==> config.mk <==
export PLATFORM = sky130hd
export DESIGN_NAME = pc_sequencer
export DESIGN_NICKNAME = d
export VERILOG_FILES = /design/src/rtl/cpu_ctrl_pkg.sv /design/src/rtl/sat_counter.sv /design/src/rtl/pc_sequencer.sv
export SDC_FILE = /design/constraint.sdc
export NUM_CORES = 1
export LEC_CHECK = 0
export CAP_MARGIN = 20
export CORE_MARGIN = 10
export CORE_UTILIZATION = 42
export DETAILED_ROUTE_END_ITERATION = 6
export GPL_ROUTABILITY_DRIVEN = 1
export PLACE_DENSITY = 0.89
export SYNTH_ARGS = -nofsm -noshare
export SYNTH_HDL_FRONTEND = slang
export SYNTH_SLANG_ARGS = --single-unit
==> constraint.sdc <==
create_clock -name clk_i -period 2.1 [get_ports clk_i]
set_clock_uncertainty 0.1 [all_clocks]
set_input_delay 0.21 -clock clk_i [delete_from_list [all_inputs] [get_ports clk_i]]
set_output_delay 0.21 -clock clk_i [all_outputs]
set_load 0.05 [all_outputs]
==> src/rtl/cpu_ctrl_pkg.sv <==
// Shared types and constants for the CPU front-end control blocks.
package cpu_ctrl_pkg;

  typedef enum logic [1:0] {
    ST_IDLE     = 2'd0,
    ST_RUN      = 2'd1,
    ST_HAZARD   = 2'd2,
    ST_MEM_WAIT = 2'd3
  } pcseq_state_t;

  localparam int unsigned PC_STEP  = 32'd4;
  localparam int unsigned PC_RESET = 32'd0;

endpackage

==> src/rtl/sat_counter.sv <==
// Saturating up-counter with increment enable and synchronous active-low clear.
module sat_counter #(
  parameter int unsigned W = 32
) (
  input  logic         clk_i,
  input  logic         clr_ni,
  input  logic         inc_i,
  output logic [W-1:0] cnt_o
);

  logic [W-1:0] r_cnt;

  // Count up on enable, holding once every bit is set.
  always_ff @(posedge clk_i) begin
    if (!clr_ni) begin
      r_cnt <= '0;
    end else if (inc_i && (r_cnt != {W{1'b1}})) begin
      r_cnt <= r_cnt + W'(1);
    end
  end

  assign cnt_o = r_cnt;

endmodule

==> src/rtl/pc_sequencer.sv <==
// Resolves start gating, load-use hazards, memory stalls and taken branches
// into the next PC, PC write enable and IF/ID, ID/EX strobes.
module pc_sequencer
  import cpu_ctrl_pkg::*;
#(
  parameter int unsigned XLEN  = 32,
  parameter int unsigned CNT_W = 32
) (
  input  logic             clk_i,
  input  logic             rst_i,
  input  logic             start_i,
  input  logic [XLEN-1:0]  pc_i,
  input  logic             load_use_i,
  input  logic             mem_stall_i,
  input  logic             branch_taken_i,
  input  logic [XLEN-1:0]  branch_target_i,
  output logic             pc_write_o,
  output logic [XLEN-1:0]  next_pc_o,
  output logic             if_id_write_o,
  output logic             if_id_flush_o,
  output logic             id_ex_bubble_o,
  output logic [CNT_W-1:0] stall_cnt_o
);

  pcseq_state_t    state_q, state_d;
  logic [XLEN-1:0] redirect_q, redirect_d;
  logic            pending_q, pending_d;
  logic            w_stall_inc;

  // State, redirect capture and pending flag.
  always_ff @(posedge clk_i) begin
    if (!rst_i) begin
      state_q    <= ST_IDLE;
      redirect_q <= XLEN'(PC_RESET);
      pending_q  <= 1'b0;
    end else begin
      state_q    <= state_d;
      redirect_q <= redirect_d;
      pending_q  <= pending_d;
    end
  end

  // Next-state and output decode.
  always_comb begin
    pc_write_o     = 1'b1;
    next_pc_o      = pc_i + XLEN'(PC_STEP);
    if_id_write_o  = 1'b1;
    if_id_flush_o  = 1'b0;
    id_ex_bubble_o = 1'b0;
    state_d        = state_q;
    redirect_d     = redirect_q;
    pending_d      = pending_q;

    if ((state_q == ST_IDLE) || !start_i) begin
      pc_write_o     = 1'b0;
      if_id_write_o  = 1'b0;
      id_ex_bubble_o = 1'b1;
      pending_d      = 1'b0;
      state_d        = start_i ? ST_RUN : ST_IDLE;
    end else if (mem_stall_i) begin
      pc_write_o    = 1'b0;
      if_id_write_o = 1'b0;
      state_d       = ST_MEM_WAIT;
      // A branch arriving with the stall is replayed on release.
      if ((state_q != ST_MEM_WAIT) && branch_taken_i) begin
        redirect_d = branch_target_i;
        pending_d  = 1'b1;
      end else begin
        redirect_d = redirect_q;
      end
    end else if ((state_q == ST_MEM_WAIT) && pending_q) begin
      next_pc_o     = redirect_q;
      if_id_flush_o = 1'b1;
      pending_d     = 1'b0;
      state_d       = ST_RUN;
    end else if (branch_taken_i) begin
      next_pc_o     = branch_target_i;
      if_id_flush_o = 1'b1;
      state_d       = ST_RUN;
    end else if (load_use_i && (state_q != ST_HAZARD)) begin
      pc_write_o     = 1'b0;
      if_id_write_o  = 1'b0;
      id_ex_bubble_o = 1'b1;
      state_d        = ST_HAZARD;
    end else begin
      state_d = ST_RUN;
    end
  end

  assign w_stall_inc = (state_q != ST_IDLE) && !pc_write_o;

  sat_counter #(
    .W (CNT_W)
  ) u_stall_cnt (
    .clk_i  (clk_i),
    .clr_ni (rst_i),
    .inc_i  (w_stall_inc),
    .cnt_o  (stall_cnt_o)
  );

endmodule

# After elaboration in Yosys (flattened, before gate mapping)
# Index checks and enable logic that the tools add are counted.
# word_totals
input_bits	70
register_bits	67
word_cells	54
# classes
muxes	27
n_reduce_logical	14
n_eq_ne	5
bitwise_logic	2
n_addsub	2
# op_table
operator	count
32-bit 2-to-1 mux	4
32-bit by 1-bit adder with 32-bit output (second input constant)	1
32-bit by 3-bit adder with 32-bit output (second input constant)	1
32-bit != test (second input constant)	1
1-bit 2-to-1 mux	18
2-bit 2-to-1 mux	5
1-bit logical AND	5
2-bit != test (second input constant)	2
2-bit nonzero test	2
3-bit AND reduction	1
2-bit == test (second input constant)	1
1-bit logical NOT	2
2-bit logical NOT	1
2-bit by 1-bit != test with 1-bit output (second input constant)	1
1-bit inverter	2
2-bit AND reduction	1
2-bit OR reduction	1
1-bit logical OR	1

# Depth between registers and ports, before layout
# logic_depth
depth_word	10
mapped_depth	9
ltp_nobuf	6

# By module
# A second synthesis with hierarchy kept.
# unflattened
cells_unflattened	607
hier_area_um2	4405.5
# modules_own_cells
mod	instances	seq_area_each_um2	area_per_inst_um2	cells_each
pc_sequencer	1	700.7	2701.3	407
sat_counter	1	640.6	1704.1	200

# Least setup slack after synthesis
# OpenSTA, ideal clock, no wires.
# synth_timing
path_type	flip-flop to output port
start	register state_q[1]
end	output port next_pc_o[10]
required_ns	1.790
slack_ns	-0.556
path_stages_with_launch	7
arrival_ns	2.346
cell_sequence	dfxtp_1 > and3_1 > clkbuf_1 > o21ai_0 > inv_2 > clkbuf_1 > a31oi_1
# synth_via
elab_chain_len	5
# synth_lines
item	line	source
start: declaration	pc_sequencer.sv:25	pcseq_state_t state_q, state_d;
start signal: assignment	pc_sequencer.sv:37	state_q <= state_d;
2-bit == test	pc_sequencer.sv:71	end else if ((state_q == ST_MEM_WAIT) && pending_q) begin
1-bit logical AND	pc_sequencer.sv:71	
32-bit 2-to-1 mux	pc_sequencer.sv:71	
32-bit 2-to-1 mux	pc_sequencer.sv:60	end else if (mem_stall_i) begin
32-bit 2-to-1 mux *	pc_sequencer.sv:54	if ((state_q == ST_IDLE) || !start_i) begin
end: declaration	pc_sequencer.sv:18	output logic [XLEN-1:0] next_pc_o,
# Mark *: on every way between the ends. The rest lies on a longest branch, timed or not.

# Worst setup path in the final report
# layout_timing
start	register state_q[1]
end	output port next_pc_o[0]
# Same word-level chain as after synthesis.

==> flow_summary_export.csv <==
group,metric,value,unit
clock_tree,root_buffer,"clkbuf_8",
hold_path,hold_path_class,"in -> reg",
clock_tree,clk_latency,380,ps
clock_tree,cts_sinks,67,
yosys,netlist_area,0.004227,mm^2
floorplanning,initial_core_util,0.4324,
placement,port_buffers,137,
yosys,syn-instance-count,613,
routing,wl,25.05,mm
yosys,ys_warn_count,0,
pwr,peakVddDrop,0.4478,mV
timing,slew_violations,0,
clock_tree,htreeDepth,3,
floorplanning,die_area,0.01448,mm^2
clock_tree,cts_tree,"done",
global_route,grt_first_pass_wirelength,34.41,mm
pwr,total_leakage_power,0.002989,uW
worst_setup_path,cp_data_required_time,1790,ps
yosys,postSynthAreaPerCell,6.895,um^2
worst_setup_path,critPathKind,"reg -> out",
yosys,synth_cell_types,40,
job,max_cap_violations,0,
cells_and_area,finalNetCount,902,
floorplanning,io_pins,138,
floorplanning,coreArea,0.009774,mm^2
yosys,ys_ff_latch,67,
timing,relSlewSlack,0.5564,
yosys,synth-main-ff-cell,"dfxtp_1",
routing,ant_nets,0,
floorplanning,dieWidth,120.3,um
worst_setup_path,reg2reg_slack,-150,ps
cells_and_area,fillers,469,
hold_path,hold_path_depth,3,
yosys,synth_nets,685,
global_route,first_global_vias,6089,
pwr,internal_power,2370,uW
timing,setup_violations,38,
global_route,grt_overflow,0,
hold_path,holdPathEnd,"state_q[0]",
timing,rsz0062_at_grt,"yes",
timing,tightest_slew,665.4,ps
run_status,violations,"negative setup slack",
clock_tree,cts_buffers,9,
cells_and_area,area_growth,89.85,%
pwr,switching_share,0.3248,
routing,avgRoutedWirePerCell,25.87,um
placement,finalWeightedCongestion,0.9545,
pwr,pwr-share-clk,0.355,
clock_tree,clk_path_buf_depth,2,
global_route,grt_max_degree,38,
placement,hpwl,12.59,mm
yosys,synth_edf_count,0,
floorplanning,rows,36,
pwr,switchingPower,1140,uW
routing,drtPass1Iterations,7,
worst_setup_path,cp-start-kind,"register",
pwr,pwr-share-comb,0.285,
routing,drcViolationCount,0,
worst_setup_path,reg2reg_to,"u_stall_cnt.cnt_o[22]",
worst_setup_path,critical_path_arrival,2010,ps
global_route,track_usage,0.2933,
pwr,share_seq_of_total_power,0.360,
run_status,status,"finished, violations left",
worst_setup_path,timing.reg2reg.worst_path_depth,7,
yosys,seq_area_frac_synth,0.3173,
clock_tree,cts_hold_buffers,0,
routing,via_per_inst,6.521,
clock_tree,clkTransAtPathRegs,70,ps
floorplanning,dieHeight,120.3,um
routing,drt-initial-drc-count,960,
timing,finalCriticalPeriod,2324,ps
cells_and_area,drive_gt1_frac,0.3796,
placement,dp_cells,928,
timing,fmax,430.2,MHz
worst_setup_path,rr_startpoint,"u_stall_cnt.cnt_o[1]",
timing,finalCritPeriodShare,1.107,
yosys,async_reset_ff_frac,0,
global_route,antenna_found_initial,1,
worst_setup_path,crit_fanout,6,
worst_setup_path,endpoint_kind,"output pin",
cells_and_area,final_common_cell,"nand2_1",
routing,vias,6312,
cells_and_area,final_cell_count_no_fill,968,
hold_path,min_from,"start_i",
cells_and_area,final_cell_mix,"nand2_1, buf_4, clkdlybuf4s50_1",
cells_and_area,insertedDiodeCount,0,
timing,whs,309.9,ps
timing,hold_viol_final,0,
pwr,powerDensity,437.5,mW/mm^2
timing,setup_slack,-224.3,ps
synthesized netlist by cell type, drive strengths merged (3+ instances only):
master,number,area [um^2]
and4,4,35.03
nor4,10,98.84
mux2i,8,80.08
nor3,11,55.05
nor2,35,131.4
nand4,22,143.9
o31ai,16,120.1
nand3,26,130.1
xor2,4,35.03
xnor2,24,210.2
nand2b,10,62.56
or3,4,25.02
buf,6,32.53
a31oi,13,81.33
inv,10,37.53
or2,3,18.77
or4,15,112.6
o21ai,9,45.04
a21oi,78,390.4
and3,27,168.9
dfxtp,67,1341
nand2,161,604.3
clkbuf,34,127.6
worst max path at each step:
stage / to / startpoint / slack, ps / cells past startpoint
CTS: u_stall_cnt.cnt_o[28] / u_stall_cnt.cnt_o[1] / -70 / 6
global placement: next_pc_o[26] / pc_i[2] / -340 / 8
global route: next_pc_o[0] / state_q[1] / -250 / 7
floorplan: next_pc_o[13] / state_q[1] / -200 / 6
finish: next_pc_o[0] / state_q[1] / -220 / 7
detailed placement: next_pc_o[26] / pc_i[2] / -390 / 8
power groups by stage:
| stage | sequential (uW) | clock [uW] | combinational (uW) |
|---|---|---|---|
| after floorplan | 1300 | 0 | 387 |
| after global placement | 1290 | 0 | 809 |
| after detailed placement | 1290 | 0 | 828 |
| after CTS | 1260 | 1230 | 896 |
| after global routing | 1260 | 1290 | 1020 |
| final | 1260 | 1250 | 999 |
kinds of logic after synthesis:
| group | share of synthesized area |
|---|---|
| flops | 0.3173 |
| compound gates | 0.1593 |
| mux | 0.01895 |
| simple gates | 0.3937 |
| fa+ha+maj | 0.005920 |
| xor+xnor | 0.05802 |
| buf+inv | 0.04677 |
state kept, by name, indices dropped and copies added, names as in the netlist:
name               flops
u_stall_cnt.cnt_o     32
state_q                2
redirect_q            32
pending_q              1
metrics by stage:
stage                     TNS, ps  cell area [um^2]  setup slack (ps)  utilization  power [uW]
final                       -3746              8024            -224.3       0.8209        3511
after global routing        -4724              8024            -249.5       0.8209        3577
after CTS                   -1366              7757            -71.92       0.7937        3388
after detailed placement   -11280              6858            -387.8       0.7016        2121
after global placement      -9192              6858            -336.8       0.7016        2100
after floorplan            -764.1              4671            -205.0            -        1687
area by class of cell:
cell class | instances | area [um^2] | area share
Multi-Input combinational cell | 497 | 3531 | 0.4400
Timing Repair Buffer | 245 | 2611 | 0.3254
Sequential cell | 67 | 1450 | 0.1807
Tap cell | 133 | 166.4 | 0.02074
Clock buffer | 9 | 123.9 | 0.01544
Clock inverter | 7 | 98.84 | 0.01232
Inverter | 10 | 42.54 | 0.005302
worst max-delay path: stages, from the launching register on:
cell     delay, ps
dfxtp_4        360
and3_4         190
o21ai_4        210
inv_6          110
buf_16         160
nor2_2         300
a31oi_4        120
buf_12         190
timing repair:
item / 4_1_cts / 5_1_grt
resized for setup: 136 / 51
buffers inserted: 12 / 4
pin swaps: 30 / 25
hold endpoints to repair: 0 / 0
cloned: 6 / 2
setup endpoints to repair: 36 / 55
routing by layer:
metal  part of all wire  wire (um)  GRT usage  up-vias
met5            0.00052         13          0        -
met4              0.073       1834     0.1802        2
met3               0.13       3140    0.08702      186
met2               0.45      11250     0.4911      599
met1               0.35       8801     0.3217     2920
li1                   -          -          -     2605
(Power assumes the default switching activity.)
